<file path="src/rtl/db15_joy_tx.sv">
// DB15 joystick link, device side: emulates the adapter's 74HC165 chain, latching
// {joy2, joy1} on the reader's load strobe and shifting one bit per reader clock.
module db15_joy_tx #(
  parameter int N_BITS = 12,
  parameter int FILT   = 2
) (
  input  logic              clk_sys,
  input  logic              reset,
  input  logic [N_BITS-1:0] joy1,
  input  logic [N_BITS-1:0] joy2,
  input  logic              JOY_CLK,
  input  logic              JOY_LOAD,
  output logic              JOY_DATA,
  output logic              frame_done,
  output logic [7:0]        frame_cnt,
  output logic              short_frame
);

  localparam int FW = 2 * N_BITS;
  localparam int IW = $clog2(FW);
  localparam int CW = (FILT > 1) ? $clog2(FILT) : 1;

  typedef enum logic [1:0] {IDLE, LOAD, SHIFT, DONE} state_t;

  state_t        state;
  logic [FW-1:0] sr;
  logic [IW-1:0] idx;

  // Channel 0 carries JOY_CLK, channel 1 carries JOY_LOAD; idle level of both is high.
  logic [1:0] sync1, sync2, filt, filt_d;
  logic       clk_rise, load_fall, load_low;

  always_ff @(posedge clk_sys) begin
    if (reset) begin
      sync1 <= 2'b11;
      sync2 <= 2'b11;
    end else begin
      sync1 <= {JOY_LOAD, JOY_CLK};
      sync2 <= sync1;
    end
  end

  generate
    if (FILT == 0) begin : g_nofilt
      assign filt = sync2;
    end else begin : g_filt
      for (genvar g = 0; g < 2; g++) begin : g_ch
        logic [CW-1:0] cnt;
        logic          lvl;

        // Level follows the synchronised input only after FILT consecutive disagreeing samples.
        always_ff @(posedge clk_sys) begin
          if (reset) begin
            cnt <= '0;
            lvl <= 1'b1;
          end else if (sync2[g] == lvl) begin
            cnt <= '0;
          end else if (cnt == CW'(FILT - 1)) begin
            cnt <= '0;
            lvl <= sync2[g];
          end else begin
            cnt <= cnt + 1'b1;
          end
        end

        assign filt[g] = lvl;
      end
    end
  endgenerate

  assign clk_rise  = filt[0] & ~filt_d[0];
  assign load_fall = ~filt[1] & filt_d[1];
  assign load_low  = ~filt[1];

  // Load always takes priority over a shift edge arriving in the same cycle.
  always_ff @(posedge clk_sys) begin
    if (reset) begin
      state       <= IDLE;
      sr          <= '0;
      idx         <= '0;
      filt_d      <= 2'b11;
      frame_done  <= 1'b0;
      frame_cnt   <= 8'd0;
      short_frame <= 1'b0;
    end else begin
      filt_d     <= filt;
      frame_done <= 1'b0;
      case (state)
        IDLE: begin
          if (load_low) begin
            state <= LOAD;
            sr    <= {joy2, joy1};
            idx   <= '0;
          end
        end
        LOAD: begin
          if (load_low) begin
            sr  <= {joy2, joy1};
            idx <= '0;
          end else begin
            state <= SHIFT;
          end
        end
        SHIFT: begin
          if (load_fall) begin
            short_frame <= 1'b1;
            state       <= LOAD;
            sr          <= {joy2, joy1};
            idx         <= '0;
          end else if (clk_rise) begin
            sr  <= {1'b0, sr[FW-1:1]};
            idx <= idx + 1'b1;
            if (idx == IW'(FW - 2)) begin
              frame_done <= 1'b1;
              frame_cnt  <= frame_cnt + 8'd1;
              state      <= DONE;
            end
          end
        end
        DONE: begin
          if (load_fall) begin
            state <= LOAD;
            sr    <= {joy2, joy1};
            idx   <= '0;
          end else if (clk_rise) begin
            state <= IDLE;
          end
        end
        default: state <= IDLE;
      endcase
    end
  end

  // Serial-in of the emulated chain is tied high, so an idle line reads as 1.
  assign JOY_DATA = (state == IDLE) ? 1'b1 : ~sr[0];

endmodule

</file>
<file path="config.mk">
export PLATFORM = sky130hd
export DESIGN_NAME = db15_joy_tx
export DESIGN_NICKNAME = d
export VERILOG_FILES = /design/src/rtl/db15_joy_tx.sv
export SDC_FILE = /design/constraint.sdc
export NUM_CORES = 1
export LEC_CHECK = 0
export CELL_PAD_IN_SITES_DETAIL_PLACEMENT = 0
export CELL_PAD_IN_SITES_GLOBAL_PLACEMENT = 1
export CORE_MARGIN = 2
export CORE_UTILIZATION = 41
export CTS_BUF_LIST = sky130_fd_sc_hd__clkbuf_8
export DETAILED_ROUTE_END_ITERATION = 10
export PLACE_DENSITY_LB_ADDON = 0.25
export SLEW_MARGIN = 10
export SYNTH_ARGS = -nofsm -noshare
export SYNTH_HDL_FRONTEND = slang
export SYNTH_SLANG_ARGS = --single-unit
</file>
<file path="constraint.sdc">
create_clock -name clk_sys -period 2.1 [get_ports clk_sys]
set_clock_uncertainty 0.15 [all_clocks]
set_input_delay 0.42 -clock clk_sys [delete_from_list [all_inputs] [get_ports clk_sys]]
set_output_delay 0.42 -clock clk_sys [all_outputs]
set_load 0.02 [all_outputs]
</file>
==> flow_metrics.py, run 1 <==
metrics = {
    "power": {
        "peakVddDrop_mv": 0.290,
        "power_density_nw_per_um2": 656,
        "switching_share_pct": 25.8,
        "comb_power_share_pct": 13.3,
        "internal_power_mw": 1.38,
        "cellLeakagePower_nw": 0.965,
        "totalPowerFinal_mw": 1.87,
        "p_seq_share_pct": 55.9,
        "clock_power_share_pct": 30.8,
        "p_sw_mw": 0.482,
    },
    "cts": {
        "cts_root_buf": "clkbuf_8",
        "post_cts_buffers": 0,
        "cts_buffers": 5,
        "cts.htree.levels": 2,
        "clkSinkCount": 51,
        "clock_latency_ns": 0.31,
        "cts_resized": 0,
        "cts_tree": "yes",
        "cts_max_path_buffers": 2,
        "clk_pin_slew_worst_paths_ns": 0.10,
        "hold_buffers": 0,
    },
    "floorplanning": {
        "die_h_um": 77.5,
        "start_util_pct": 42.8,
        "rows": 26,
        "core_um2": 5170,
        "die_area_um2": 6000,
        "io_pins": 39,
        "die_w_um": 77.5,
    },
    "grt": {
        "grt_use_total_pct": 15.3,
        "antenna_found_initial": 0,
        "overflow": 0,
        "grt_pass1_wl_mm": 7.35,
        "grt_pass1_vias": 1587,
        "grt_max_degree": 36,
    },
    "synth": {
        "ys_seq_elements": 51,
        "synth_edf_count": 0,
        "ys_async_sr_fraction_pct": 0,
        "seq_area_frac_synth_pct": 46.2,
        "synth_area_per_cell_um2": 9.41,
        "synth_flop_cell": "dfxtp_1",
        "syn_area_um2": 2210,
        "yosysUniqueCellTypes": 40,
        "ys_warn_count": 0,
        "syn_inst": 235,
        "syn_nets": 266,
    },
    "sta": {
        "period_minus_slack_ns": 2.04,
        "fmax_mhz": 490,
        "relSlewSlack_pct": 62.2,
        "period_share_pct": 97.2,
        "drv_slew": 0,
        "tightest_slew_ns": 0.566,
        "finalSetupViolations": 0,
        "rsz0062_at_grt": "no",
        "tns_ns": 0,
        "final_hold_viol_count": 0,
    },
    "setup_path": {
        "path_max_fanout": 4,
        "worstSetupStartpointType": "flop",
        "crit_required_ns": 2.19,
        "critPathArrivalTime_ns": 2.13,
        "critical_path_class": "flop to flop",
        "setup.worst_path.end_class": "flop",
    },
    "routing": {
        "vias_per_cell": 5.18,
        "wire_per_inst_um": 13.0,
        "antenna_left": 0,
        "drt_first_pass_iters": 4,
        "drcViolationCount": 0,
        "vias": 1791,
        "routed_wl_mm": 4.49,
        "initialDrtViolationCount": 90,
    },
    "finish": {
        "diodes": 0,
        "seqCellArea_um2": 1020,
        "n_fill_cell": 480,
        "area_growth_pct": 28.7,
        "multi_input_area_um2": 1150,
        "drive_above_1_share_pct": 12.7,
        "nets": 306,
    },
    "hold_path": {
        "hold_path_class": "flop to flop",
    },
    "status": {
        "status": "completed",
    },
    "placed_design": {
        "place_congestion": 0.769,
        "portBuffers": 38,
        "hpwl_mm": 3.01,
    },
    "job": {
        "drv_cap": 0,
    },
}
final timing paths:
check                                          from                         to  slack (ns)  cells past startpoint
worst max-delay path            idx[0]$_SDFFE_PP0P_  frame_cnt[6]$_SDFFE_PP0P_        0.06                      6
worst min-delay path            sync1[0]$_SDFF_PP1_        sync2[0]$_SDFF_PP1_        0.27                      1
worst max register to register  idx[0]$_SDFFE_PP0P_  frame_cnt[6]$_SDFFE_PP0P_        0.06                      6
worst min register to register  sync1[0]$_SDFF_PP1_        sync2[0]$_SDFF_PP1_        0.27                      1
synthesized netlist by cell type, types with 3 or more instances:
cell	n	area share (%)
dfxtp_1	51	46
nor2_1	35	5.9
mux2i_1	24	11
a211oi_1	23	7.8
a21oi_1	11	2.5
clkbuf_1	11	1.9
nand3_1	9	2.0
nor2b_1	8	2.3
o21ai_0	6	1.4
or2_2	6	1.7
nand2_1	5	0.85
nor3_1	4	0.91
buf_2	3	0.68
ha_1	3	1.7
inv_1	3	0.51
xnor2_1	3	1.2
power groups by stage:
stage / registers, mW / clock network, mW / logic (mW)
after floorplan: 1.06 / 0 / 0.147
after global placement: 1.07 / 0 / 0.246
after detailed placement: 1.07 / 0 / 0.248
after CTS: 1.04 / 0.595 / 0.249
after global routing: 1.05 / 0.644 / 0.274
final: 1.04 / 0.574 / 0.249
state kept, by name, indices dropped and copies added, names as in the netlist:
name and count:
sync2 2, frame_done 1, g_filt.g_ch.lvl 2, short_frame 1, g_filt.g_ch.cnt 2, sr 24, idx 5, frame_cnt 8
filt_d 2, state 2, sync1 2
logic make-up (layout without fill, tap and decap cells):
logic type                 after synthesis  after routing  share of synthesized area, %
buffers and inverters                   18             58                          3.22
and+or+nand+nor                         85             86                          21.3
AOI/OAI and AO/OA                       50             50                          15.1
DFF                                     51             51                          46.2
muxes                                   25             25                          11.4
xor gates and xnor gates                 3              3                          1.19
adders and majority gates                3              3                          1.70
metal layers:
layer  vias up  global-route usage, %  part of all wire (%)
li1        924                      -                     -
met1       836                   21.4                    51
met4         0                   5.89                   1.4
met2        26                   22.8                    44
met3         5                   3.49                   3.0
met5         -                      0                     0
metrics by stage:
step           worst slack [ns]  hold slack, ns  instances  instance area, um2  utilization (%)
3_5_place_dp             0.0649           0.248        337                2740             53.0
3_3_place_gp             0.0978           0.244        337                2740             53.0
6_report                 0.0587           0.269        346                2850             55.1
2_1_floorplan             0.184           0.239        235                2210                -
4_1_cts                  0.0338           0.274        345                2830             54.7
5_1_grt                 0.00276           0.280        346                2850             55.1
worst max-delay path: stages, from the launching register on:
cell and delay, ns:
dfxtp_1 0.35, inv_1 0.09, ha_2 0.22, nand4b_4 0.13
or4_4 0.55, or3_1 0.35, a21oi_1 0.14
layout by cell type, fill, tap and decap left out, types with 2 or more instances in the layout:
cell	instances
o21ai_0	6
nand4_1	2
nor2_1	34
buf_4	6
nand3_1	9
ha_1	2
nor2b_1	8
xnor2_1	3
nor2_4	2
nor3_1	4
mux2i_1	24
clkdlybuf4s50_1	36
a211oi_1	23
nand2b_1	2
inv_1	4
dfxtp_1	50
buf_12	3
or3_1	2
and3_1	2
a21oi_1	11
clkbuf_8	5
or2_2	6
nand2_1	5
a211o_1	2
layout make-up:
type,count,share of cell area [%]
multi-input cells,167,40.6
flip-flops and latches,51,35.9
repair buffers,47,17.0
well taps,70,3.08
clock buffers,5,2.42
clock inverters,3,0.703
inverters,3,0.395
Note: power is estimated with default switching activity, not from simulation.
==> inputs of run 2 (changes only) <==
- GPL_TIMING_DRIVEN: default -> 0
==> run 2 against run 1 <==
Fmax increased by 1.3%. Sequential power about the same. Non-clock buffer count increased by 5. Critical path type unchanged. Critical path depth decreased by 1. Critical endpoint unchanged. Largest power group unchanged.
==> flow_metrics.py, run 2 (synthesized netlist as in run 1, its figures left out) <==
metrics = {
    "grt": {
        "grt_pass1_vias": 1612,
        "grt_pass1_wl_mm": 7.59,
        "antenna_found_initial": 0,
        "grt_max_degree": 16,
        "grt_use_total_pct": 15.6,
        "overflow": 0,
    },
    "hold_path": {
        "hold_path_class": "flop to flop",
        "min_path_cells": 1,
    },
    "finish": {
        "largest_reg_flops": 24,
        "diodes": 0,
        "n_fill_cell": 494,
        "final_common_cell": "dfxtp_1",
        "drive_above_1_share_pct": 10.4,
        "area_growth_pct": 25.3,
        "nets": 310,
        "regMostFlops": "sr",
        "fin_area_um2": 2770,
        "final_cell_mix": "dfxtp_1, clkdlybuf4s50_1, nor2_1",
        "multi_input_area_um2": 1120,
        "final_cell_count_no_fill": 350,
        "top_regs": "sr: 24 flops, frame_cnt: 8 flops, idx: 5 flops",
        "seqCellArea_um2": 1020,
    },
    "placed_design": {
        "hpwl_mm": 3.18,
        "portBuffers": 37,
        "dpl_cell_area_um2": 2670,
        "dp.cells": 342,
        "place_congestion": 0.724,
    },
    "sta": {
        "whs_ns": 0.266,
        "period_minus_slack_ns": 2.01,
        "final_hold_viol_count": 0,
        "drv_slew": 0,
        "tightest_slew_ns": 0.588,
        "relSlewSlack_pct": 60.6,
        "period_share_pct": 95.9,
        "fmax_mhz": 496,
        "finalSetupViolations": 0,
    },
    "setup_path": {
        "r2r_cells": 5,
        "critPathArrivalTime_ns": 2.10,
        "critPathTopFamily": "simple AND/OR/NAND/NOR gates",
        "cp_num_buf_inv": 0,
        "slowest_stage": "or4_4",
        "critical-path-max-stage-delay_ns": 0.54,
        "critical_path_class": "flop to flop",
        "r2r_slack_ns": 0.09,
        "cp.depth": 5,
        "setup.worst_path.end_class": "flop",
        "worstSetupStartpointType": "flop",
        "path_max_fanout": 4,
        "crit_required_ns": 2.18,
        "crit_chain": "ha_2 -> nand4b_4 -> or4_4 -> or3_1 -> a21oi_1",
    },
    "cts": {
        "cts_max_path_buffers": 2,
        "cts_buffers": 5,
        "clkSinkCount": 51,
        "hold_buffers": 0,
        "cts_tree": "yes",
        "clk_pin_slew_worst_paths_ns": 0.09,
        "cts.htree.levels": 2,
        "clock_latency_ns": 0.30,
        "cts_root_buf": "clkbuf_8",
    },
    "status": {
        "status": "completed",
    },
    "floorplanning": {
        "die_area_um2": 6000,
        "die_w_um": 77.5,
        "core_um2": 5170,
        "start_util_pct": 42.8,
        "die_h_um": 77.5,
        "rows": 26,
        "io_pins": 39,
    },
    "routing": {
        "wire_per_inst_um": 12.9,
        "vias": 1827,
        "routed_wl_mm": 4.50,
        "drcViolationCount": 0,
        "drt_first_pass_iters": 4,
        "initialDrtViolationCount": 98,
        "vias_per_cell": 5.22,
        "antenna_left": 0,
    },
    "power": {
        "cellLeakagePower_nw": 0.950,
        "totalPowerFinal_mw": 1.86,
        "peakVddDrop_mv": 0.365,
        "power_density_nw_per_um2": 671,
    },
    "job": {
        "drv_cap": 0,
    },
}
==> run 2: changes by cell type in the layout (fill, tap and decap cells not counted), moves of 2 or more <==
cell | before | now
buf_2 | 1 | 3
buf_12 | 3 | 0
buf_4 | 6 | 0
clkbuf_2 | 0 | 4
clkbuf_1 | 0 | 8
nor2_4 | 2 | 0
==> run 2: stage by stage <==
| stage | worst slack, ns | setup TNS (ns) | util [%] |
|---|---|---|---|
| 5_1_grt | -0.00888 | -0.00888 | 53.6 |
| 4_1_cts | 0.0529 | 0 | 53.4 |
| 2_1_floorplan | 0.184 | 0 | - |
| 3_5_place_dp | 0.0859 | 0 | 51.6 |
| 3_3_place_gp | 0.0928 | 0 | 51.6 |
| 6_report | 0.0858 | 0 | 53.6 |
==> run 2: routing by layer <==
metal	vias up	global-route usage (%)	wire (um)
met1	853	21.6	2270
met2	40	24.0	2010
met5	-	0	0
li1	930	-	-
met3	4	3.84	179
met4	0	4.82	41
==> run 2: final timing paths <==
check	endpoint	startpoint
worst min-delay path	sync2[1]$_SDFF_PP1_	sync1[1]$_SDFF_PP1_
worst min register to register	sync2[1]$_SDFF_PP1_	sync1[1]$_SDFF_PP1_
worst max register to register	frame_cnt[6]$_SDFFE_PP0P_	idx[1]$_SDFFE_PP0P_
worst max-delay path	frame_cnt[6]$_SDFFE_PP0P_	idx[1]$_SDFFE_PP0P_
==> run 2: what timing repair did <==
action	4_1_cts	5_1_grt
pin swaps	0	0
endpoints found under the setup margin	1	29
buffers inserted	0	0
resized for setup	1	9
==> run 2: layout make-up <==
cell class,count,share of cell area (%)
Clock inverter,2,0.451
Sequential cell,51,36.9
Multi-Input combinational cell,166,40.5
Tap cell,70,3.16
Timing Repair Buffer,37,13.3
Buffer,15,2.35
Inverter,3,0.406
Clock buffer,6,2.98
==> run 2: power by group <==
part	internal, mW	switching [mW]	total (mW)	leakage, nW
combinational	0.117	0.114	0.231	0.482
sequential	1.02	0.0265	1.04	0.415
clock	0.266	0.321	0.587	0.0526
total	1.40	0.462	1.86	0.950
==> inputs of run 3 (changes only) <==
- CTS_CLUSTER_DIAMETER: default -> 80
- CTS_CLUSTER_SIZE: default -> 10
==> results of run 3 <==
The final DEF is identical to that of run 2; final timing and power are the same.
